`config.mk`:
```
export PLATFORM = sky130hd
export DESIGN_NAME = uart_tx_arb
export DESIGN_NICKNAME = d
export VERILOG_FILES = /design/src/rtl/uart_tx_arb_pkg.sv /design/src/rtl/uart_tx_arb_rr_pick_comb.sv /design/src/rtl/uart_tx_arb.sv
export SDC_FILE = /design/constraint.sdc
export NUM_CORES = 1
export LEC_CHECK = 0
export ABC_CLOCK_PERIOD_IN_PS = 1600
export CORE_MARGIN = 2
export CORE_UTILIZATION = 39
export DETAILED_ROUTE_END_ITERATION = 8
export DONT_BUFFER_PORTS = 1
export PLACE_DENSITY = 0.58
export SLEW_MARGIN = 5
export SYNTH_ARGS = -nofsm -noshare
export SYNTH_HDL_FRONTEND = slang
export SYNTH_SLANG_ARGS = --single-unit
export TNS_END_PERCENT = 1
```
`constraint.sdc`:
```
create_clock -name clk_i -period 1.6 [get_ports clk_i]
set_input_delay 0.32 -clock clk_i [delete_from_list [all_inputs] [get_ports clk_i]]
set_output_delay 0.32 -clock clk_i [all_outputs]
set_load 0.01 [all_outputs]
```
`src/rtl/uart_tx_arb_pkg.sv`:
```
// Shared types and the rotating-priority search used by the UART transmit arbiter.
// The search is written for up to 8 requesters; callers zero-extend narrower request vectors.
package uart_tx_arb_pkg;

  typedef enum logic {IDLE, BUSY} arb_state_e;

  localparam int TIMEOUT_W = 16;
  localparam int MAX_REQ   = 8;
  localparam int PICK_W    = 3;

  typedef struct packed {
    logic              found;
    logic [PICK_W-1:0] idx;
  } pick_t;

  // First set bit of req at or above ptr, wrapping at n (n <= MAX_REQ, ptr < n).
  function automatic pick_t rr_pick(input logic [MAX_REQ-1:0] req,
                                    input logic [PICK_W-1:0]  ptr,
                                    input logic [PICK_W:0]    n);
    pick_t           r;
    logic [PICK_W:0] pos;
    r = '0;
    for (int k = 0; k < MAX_REQ; k++) begin
      pos = {1'b0, ptr} + (PICK_W+1)'(k);
      if (pos >= n) pos = pos - n;
      if (!r.found && ((PICK_W+1)'(k) < n) && req[pos[PICK_W-1:0]]) begin
        r.found = 1'b1;
        r.idx   = pos[PICK_W-1:0];
      end
    end
    return r;
  endfunction

endpackage

```
`src/rtl/uart_tx_arb_rr_pick_comb.sv`:
```
// Purely combinational rotating-priority picker; zero latency, no flow control.
module rr_pick_comb
  import uart_tx_arb_pkg::*;
#(
  parameter int NUM_REQ = 4,
  parameter int IDX_W   = $clog2(NUM_REQ)
) (
  input  logic [NUM_REQ-1:0] req_i,
  input  logic [IDX_W-1:0]   ptr_i,
  output logic               found_o,
  output logic [IDX_W-1:0]   idx_o
);

  pick_t pick;
  logic  unused_idx_hi;

  always_comb begin
    pick = rr_pick(MAX_REQ'(req_i), PICK_W'(ptr_i), (PICK_W+1)'(NUM_REQ));
  end

  assign found_o       = pick.found;
  assign idx_o         = pick.idx[IDX_W-1:0];
  assign unused_idx_hi = ^pick.idx;

endmodule

```
`src/rtl/uart_tx_arb.sv`:
```
// Packet-locked round-robin arbiter onto the UART TX FIFO write port; grant 1 cycle after valid, beats pass combinationally.
// tx_full_i stalls the owner in place; UART_TX_ARB_TIMEOUT_EN adds a forced release after TIMEOUT_CYC stalled cycles.
module uart_tx_arb
  import uart_tx_arb_pkg::*;
#(
  parameter int NUM_REQ     = 4,
  parameter int IDX_W       = $clog2(NUM_REQ),
  parameter int TIMEOUT_CYC = 1024
) (
  input  logic                 clk_i,
  input  logic                 rst_i,
  input  logic [NUM_REQ-1:0]   req_valid_i,
  input  logic [NUM_REQ*8-1:0] req_data_i,
  input  logic [NUM_REQ-1:0]   req_last_i,
  output logic [NUM_REQ-1:0]   req_ready_o,
  input  logic                 tx_full_i,
  output logic                 tx_we_o,
  output logic [7:0]           tx_din_o,
  output logic [NUM_REQ-1:0]   grant_o,
  output logic                 busy_o,
  output logic                 timeout_o
);

  arb_state_e         state_q, state_d;
  logic [IDX_W-1:0]   owner_q, owner_d;
  logic [IDX_W-1:0]   rr_ptr_q, rr_ptr_d;
  logic [NUM_REQ-1:0] grant_q, grant_d;
  logic [IDX_W-1:0]   owner_nxt, pick_idx;
  logic               pick_found, busy, beat, timeout;

  rr_pick_comb #(
    .NUM_REQ(NUM_REQ),
    .IDX_W  (IDX_W)
  ) u_pick (
    .req_i  (req_valid_i),
    .ptr_i  (rr_ptr_q),
    .found_o(pick_found),
    .idx_o  (pick_idx)
  );

  assign busy = (state_q == BUSY);

  always_comb begin
    req_ready_o = '0;
    if (busy) req_ready_o[owner_q] = !tx_full_i;
    beat      = busy && req_valid_i[owner_q] && !tx_full_i;
    tx_we_o   = beat;
    tx_din_o  = busy ? req_data_i[{owner_q, 3'b000} +: 8] : 8'h00;
    owner_nxt = (owner_q == IDX_W'(NUM_REQ-1)) ? '0 : owner_q + 1'b1;
  end

`ifdef UART_TX_ARB_TIMEOUT_EN
  logic [TIMEOUT_W-1:0] stall_cnt_q, stall_cnt_d;

  // Counter holds the number of stalled cycles before this one, so the release lands on stall TIMEOUT_CYC.
  always_comb begin
    timeout     = busy && !beat && (stall_cnt_q == TIMEOUT_W'(TIMEOUT_CYC-1));
    stall_cnt_d = (busy && !beat && !timeout) ? stall_cnt_q + 1'b1 : '0;
  end

  always_ff @(posedge clk_i) begin
    if (rst_i) stall_cnt_q <= '0;
    else       stall_cnt_q <= stall_cnt_d;
  end
`else
  logic [TIMEOUT_W-1:0] unused_timeout_cyc;
  assign timeout            = 1'b0;
  assign unused_timeout_cyc = TIMEOUT_W'(TIMEOUT_CYC);
`endif

  always_comb begin
    state_d  = state_q;
    owner_d  = owner_q;
    rr_ptr_d = rr_ptr_q;
    grant_d  = grant_q;
    case (state_q)
      IDLE: begin
        if (pick_found) begin
          state_d = BUSY;
          owner_d = pick_idx;
          grant_d = NUM_REQ'(1) << pick_idx;
        end
      end
      BUSY: begin
        // Pointer moves past the finished owner so it has lowest priority next round.
        if ((beat && req_last_i[owner_q]) || timeout) begin
          state_d  = IDLE;
          rr_ptr_d = owner_nxt;
          grant_d  = '0;
        end
      end
      default: state_d = IDLE;
    endcase
  end

  always_ff @(posedge clk_i) begin
    if (rst_i) begin
      state_q  <= IDLE;
      owner_q  <= '0;
      rr_ptr_q <= '0;
      grant_q  <= '0;
    end else begin
      state_q  <= state_d;
      owner_q  <= owner_d;
      rr_ptr_q <= rr_ptr_d;
      grant_q  <= grant_d;
    end
  end

  assign grant_o   = grant_q;
  assign busy_o    = busy;
  assign timeout_o = timeout;

endmodule

```
==> metrics.md, run 1 <==
| Metric | Value |
|---|---|
| VDD IR max | 373 uV |
| CTS Hold Buffers Added | 0 |
| Largest net degree at the start of global routing | 15 |
| Max Slew Vio Count | 0 |
| CP Capture Type | output pin |
| Layout cells sized above 1 | a little under two fifths |
| Die Span Y | between 50 and 60 um |
| Hold wc startpoint | rst_i |
| Fillers | 213 |
| Share of flip-flops with an asynchronous set or reset | 0% |
| Crit-path slowest cell | mux4_2 |
| FF-to-FF path depth | 6 |
| Crit-path cells | clkbuf_16 > mux4_2 > and2_4 |
| Critical Path Source Type | register |
| Synthesis Warnings | 0 |
| Die area | around 2700 sq um |
| Hold path endpoint | busy_o |
| Diode count | 0 |
| Syn_nets | 142 |
| Tcrit/Tclk final | 109% |
| Routed vias/inst | a little under 6 |
| Initial Util | 40.8% |
| Final Worst Setup Slack | -146 ps |
| Clock buffer depth | 2 |
| Pwr Density | between 600 and 700 nW/um^2 |
| Actual slew at the worst max-slew pin | slightly above 500 ps |
| RSZ-0062 raised after global routing | yes |
| Initial DRC count | 13 |
| CP delay by family, top | multiplexers |
| Skew-Pair Late Insertion Delay | 260 ps |
| Port Buffers | 0 |
| Syn Inst Count | 95 |
| Synth area leaders | dfxtp_1 20%, mux4_2 20%, and2_1 8.5%, ha_1 5.7%, mux2i_1 5.7% |
| Detail Route Antenna Nets | 0 |
| H-tree depth | 1 |
| Utilization of the core after routing | 49.8% |
| Number of global-route vias before repair | 697 |
| Hold Crit Depth | 1 |
| Worst R2R Start | owner_q[0] |
| TritonRoute pass-1 iters | 4 |
| Total wire length | 2240 um |
| Post-synthesis sequential area ratio | between 20 and 25% |
| Die width | 51.6 um |
| GR Overflow Total | 0 |
| Layout area overhead | 22.2% |
| Setup slack, reg-to-reg | -50 ps |
| Cell area after synthesis | 885 sq um |
| Status | finished, violations left |
| Nets@finish | 150 |
| Max layer used | met4 |
| Worst Path Required | 1280 ps |
| DRC | 0 |
| CTS root buffer | clkbuf_4 |
| Routed met2 length | 1230 um |
| CP max stage delay | 490 ps |
| Crit Path Category | register to output pin |
| Post-synth EDFFs | 0 |
| Min cycle time layout | 1750 ps |
| Fmax | 0.573 GHz |
| Hold Vio Cnt, Final | 0 |
| Synth Area per Inst | 9.31 sq um |
| Overall global routing resource usage | 16.0% |
| Setup slack at placement | 52.8 ps |
| Critical-path maximum fanout | 5 |
| DR vias | 764 |
| Clock sink count | 9 |
| Slew headroom | between 60% and 70% |
| CP arrival | 1430 ps |
| Dominant cell type by area after synthesis | dfxtp_1 |
| Leak | 0.000381 uW |
| Setup violators final | 12 |
| Area share of the largest cell type after synthesis | 20.4% |
| CTS tree | done |
| Class of the most critical hold timing path | input pin to register |
| GP Congestion | 0.799 |
| Max cap viols | 0 |
| Top_reg_cell synth | dfxtp_1 |
| Global-route wire length before repair | 3140 um |
| Reg2reg end | rr_ptr_q[0] |
| CTS clk-pin slew, worst paths | 60 ps |
| Met3 WL | approximately 160 um |
| Count leader, synth | and2_1 |
| Detailed placer's ending HPWL | around 1700 um |
| Initial antenna violation count | 0 |
| Crit path launch | owner_q[0] |
| CORE AREA | 2170 sq um |
| Num rows | 17 |
| Synth cell count leaders | 12 x and2_1, 9 x dfxtp_1, 8 x mux4_2 |
| CTS Buf Count | 3 |
| Failing checks | negative setup slack |
| I/O pin count | 62 |
| M1 wire length | around 830 um |
| Drt wl/cell | 17.2 um |
| Seq cells post-synth | 9 |
| Worst path bufs/invs | 1 |
| Yosys cell types | 32 |
| Fin Clk Skew | ~3.3 ps |
==> logic make-up after synthesis <==
| family | count (synthesis) | synth area share, % |
|---|---|---|
| compound gates | 17 | 12.9 |
| fa+ha+maj | 4 | 5.66 |
| mux | 14 | 27.3 |
| buf+inv | 10 | 4.95 |
| other cells | 1 | 0.424 |
| flops | 9 | 20.4 |
| simple gates | 40 | 28.4 |
==> cells in the final DEF, fill, tap and decap left out, drive strengths merged, types with 2 or more instances in the layout <==
cell type,instances
o21bai,2
and2,12
buf,9
nor4b,2
nor2b,5
nand2b,3
nand3b,5
inv,3
mux4,8
or4,2
o21ai,2
nor2,5
dfxtp,9
o22ai,4
clkbuf,5
nor4,3
ha,4
a21oi,3
mux2i,5
==> metrics by stage <==
step | cell area, sq um | setup TNS, ps | hold slack, ps | total power, uW | instances
floorplan | 898 | -254 | 463 | 416 | 95
global placement | 973 | 0 | 384 | 452 | 124
detailed placement | 973 | 0 | 386 | 458 | 124
CTS | 1030 | -1490 | 103 | 663 | 129
global route | 1080 | -1900 | 98.4 | 709 | 130
finish | 1080 | -1250 | 109 | 666 | 130
==> layout make-up <==
class / instances / area [sq um] / share of cell area [%]
tap: 28 / 35.0 / 3.24
multi-input combinational: 76 / 702 / 64.9
timing repair buffer: 10 / 118 / 10.9
sequential: 9 / 189 / 17.5
clock buffer: 4 / 26.3 / 2.43
inverter: 3 / 11.3 / 1.04
==> layer usage <==
layer	GRT usage, %	vias up
li1	-	367
met1	18.5	357
met2	27.8	38
met3	6.61	2
met4	2.63	0
met5	0	-
==> worst max path at each step <==
stage,slack [ps],depth (start not counted),endpoint
final,-150,3,tx_din_o[2]
after global routing,-190,3,tx_din_o[2]
after CTS,-170,3,tx_din_o[2]
after detailed placement,50,3,tx_din_o[1]
after global placement,50,4,rr_ptr_q[0]
after floorplan,-40,4,tx_din_o[0]
==> report_power, final <==
part	total [uW]	switching, uW	internal, uW
Combinational	236	101	136
Sequential	253	15.4	237
Clock	177	80.8	96.2
Total	666	197	469
==> timing repair <==
| action | in CTS | in global routing |
|---|---|---|
| cloned | 0 | 1 |
| pin swaps | 1 | 8 |
| setup endpoints to repair | 9 | 15 |
| setup buffers | 1 | 0 |
| gates resized for setup | 12 | 8 |
==> flip-flops by register name, summed over array words and instances, names as in the netlist <==
name      flops
rr_ptr_q      2
grant_o       4
owner_q       2
busy_o        1
No activity file was read; power rests on OpenSTA's default activity.
==> run 2: changes to the inputs <==
ABC_CLOCK_PERIOD_IN_PS = 2200   (was 1600)
PLACE_DENSITY = 0.56   (was 0.58)
SETUP_SLACK_MARGIN = 0.1   (was not set)
clock period = 2.2 ns   (was 1.6 ns; I/O delays follow)
==> metrics.md, run 2 (synthesis results as in run 1) <==
| Metric | Value |
|---|---|
| Overall global routing resource usage | 14.0% (was 16.0%) |
| Post-CTS Resized | 0 (was 12) |
| Cell Int Power | 306 uW (was 469 uW) |
| Hold Vio Cnt, Final | 0 (unchanged) |
| CP arrival | 1570 ps (was 1430 ps) |
| Port Buffers | 0 (unchanged) |
| Clock share of power | 29.2% (was 26.6%) |
| Slew headroom | 62.9% (was 65.3%) |
| Initial antenna violation count | 0 (unchanged) |
| Final Worst Setup Slack | 191 ps (was -146 ps) |
| Actual slew at the worst max-slew pin | 556 ps (was 513 ps) |
| Nets@finish | 142 (was 150) |
| CTS root buffer | clkbuf_4 (unchanged) |
| Critical Path Source Type | register (unchanged) |
| CTS Buf Count | 3 (unchanged) |
| Crit-path cells | buf_4 > mux4_2 > and2_1 (was clkbuf_16 > mux4_2 > and2_4) |
| Clock buffer depth | 2 (unchanged) |
| Worst Path Required | 1760 ps (was 1280 ps) |
| Setup slack at placement | 364 ps (was 52.8 ps) |
| RSZ-0062 raised after global routing | no (was yes) |
| Class of the most critical hold timing path | input pin to register (unchanged) |
| Total wire length | 2000 um (was 2240 um) |
| Sw power | 131 uW (was 197 uW) |
| Crit-path slowest cell | mux4_2 (unchanged) |
| Clock sink count | 9 (unchanged) |
| Area of the multi-input gates | 661 sq um (was 702 sq um) |
| Most common cell after layout, fill and taps aside | and2_1 (was and2_4) |
| Layout cells sized above 1 | 14.9% (was 38.2%) |
| Detail Route Antenna Nets | 0 (unchanged) |
| Fillers | 240 (was 213) |
| TritonRoute pass-1 iters | 4 (unchanged) |
| Post-Route Setup TNS | 0 ps (was -1250 ps) |
| Flop pwr share | 42.9% (was 37.9%) |
| Number of global-route vias before repair | 681 (was 697) |
| Initial DRC count | 12 (was 13) |
| Die Span Y | 51.6 um (unchanged) |
| DR vias | 723 (was 764) |
| I/O pin count | 62 (unchanged) |
| GR Overflow Total | 0 (unchanged) |
| Crit Path Category | register to output pin (unchanged) |
| Max Slew Vio Count | 0 (unchanged) |
| Fmax | 0.498 GHz |
| Combinational fraction of design power | 27.9% (was 35.5%) |
| Die width | 51.6 um (unchanged) |
| DRC | 0 (unchanged) |
| Sw frac | 29.9% (was 29.6%) |
| GP Congestion | 0.833 (was 0.799) |
| CTS tree | done (unchanged) |
| Setup violators final | 0 (was 12) |
| Max cap viols | 0 (unchanged) |
| Tcrit/Tclk final | between 90% and 100% |
| Number of flip-flops in the largest register | 4 (unchanged) |
| Largest net degree at the start of global routing | 18 (was 15) |
| Num rows | 17 (unchanged) |
| Critical-path maximum fanout | 17 (was 5) |
| Setup bufs post-CTS | 0 (was 1) |
| CORE AREA | 2170 sq um (unchanged) |
| Global-route wire length before repair | 2880 um (was 3140 um) |
| Storage element area | 180 sq um (was 189 sq um) |
| Min cycle time layout | between 2000 and 2500 ps |
| Initial Util | 40.8% (unchanged) |
| Diode count | 0 (unchanged) |
| H-tree depth | 1 (unchanged) |
| Fin Clk Skew | 3.53 ps (was 3.31 ps) |
| Skew-Pair Late Insertion Delay | 250 ps (was 260 ps) |
| Status | complete, no violations (was finished, violations left) |
| CP Capture Type | output pin (unchanged) |
| CTS Hold Buffers Added | 0 (unchanged) |
| VDD IR max | 292 uV (was 373 uV) |
| Pwr Density | 470 nW/um^2 (was 616 nW/um^2) |
| Drt wl/cell | 16.4 um (was 17.2 um) |
| Leak | 0.000308 uW (was 0.000381 uW) |
| CTS clk-pin slew, worst paths | 60 ps (about the same) |
| Most frequent cells in the layout | 12 x and2_1, 9 x dfxtp_1, 8 x mux4_2 (was 10 x and2_4, 8 x mux4_2, 7 x buf_4) |
| Routed vias/inst | 5.93 (was 5.88) |
| CP max stage delay | 540 ps (was 490 ps) |
| Detailed placer's ending HPWL | 1590 um (was 1670 um) |
| Layout area overhead | 4.95% (was 22.2%) |
| Die area | 2670 sq um (unchanged) |
==> run 2: worst paths after layout <==
kind	start	to	slack, ps	cells after the start
worst min-delay path	rst_i	owner_q[1]	250	1
worst max register to register	owner_q[1]	rr_ptr_q[0]	370	4
worst min register to register	rr_ptr_q[0]	rr_ptr_q[0]	500	2
worst max-delay path	owner_q[0]	tx_din_o[3]	190	3
==> run 2: per-stage QoR <==
step / hold slack, ps / instances / power [uW] / area [sq um] / utilization (%)
detailed placement: 496 / 118 / 314 / 902 / 41.6
global placement: 483 / 118 / 312 / 902 / 41.6
global route: 239 / 122 / 460 / 928 / 42.8
finish: 246 / 122 / 436 / 928 / 42.8
floorplan: 463 / 95 / 298 / 885 / -
CTS: 242 / 122 / 440 / 928 / 42.8
==> run 2: power by group through the flow <==
| stage | Combinational, uW | Clock [uW] | Sequential [uW] |
|---|---|---|---|
| 2_1_floorplan | 112 | 0 | 186 |
| 3_3_place_gp | 122 | 0 | 191 |
| 3_5_place_dp | 123 | 0 | 191 |
| 4_1_cts | 123 | 129 | 188 |
| 5_1_grt | 135 | 136 | 189 |
| 6_report | 121 | 127 | 187 |
==> run 2: cell type report <==
cell class | instances | area share, %
clock buffers | 4 | 2.83
flip-flops and latches | 9 | 19.4
multi-input cells | 76 | 71.2
repair buffers | 2 | 1.62
well taps | 28 | 3.77
inverters | 3 | 1.21
==> run 2: critical path: cells and delay by family (launching register included) <==
kind	cells	cell delay, ps
muxes	1	540
buffers and inverters	1	260
DFF	1	310
and+or+nand+nor	1	200
==> run 2: routing by layer <==
| metal | track usage [%] | up-vias | wire (um) |
|---|---|---|---|
| met3 | 2.59 | 0 | 168 |
| met1 | 16.8 | 337 | 809 |
| met2 | 25.4 | 34 | 1020 |
| met5 | 0 | - | 0 |
| li1 | - | 352 | - |
| met4 | 3.95 | 0 | 0 |
==> run 3: changes to the inputs <==
TNS_END_PERCENT = not set   (was 1)
==> results of run 3 <==
The final DEF is identical to that of run 2; final timing and power are the same.
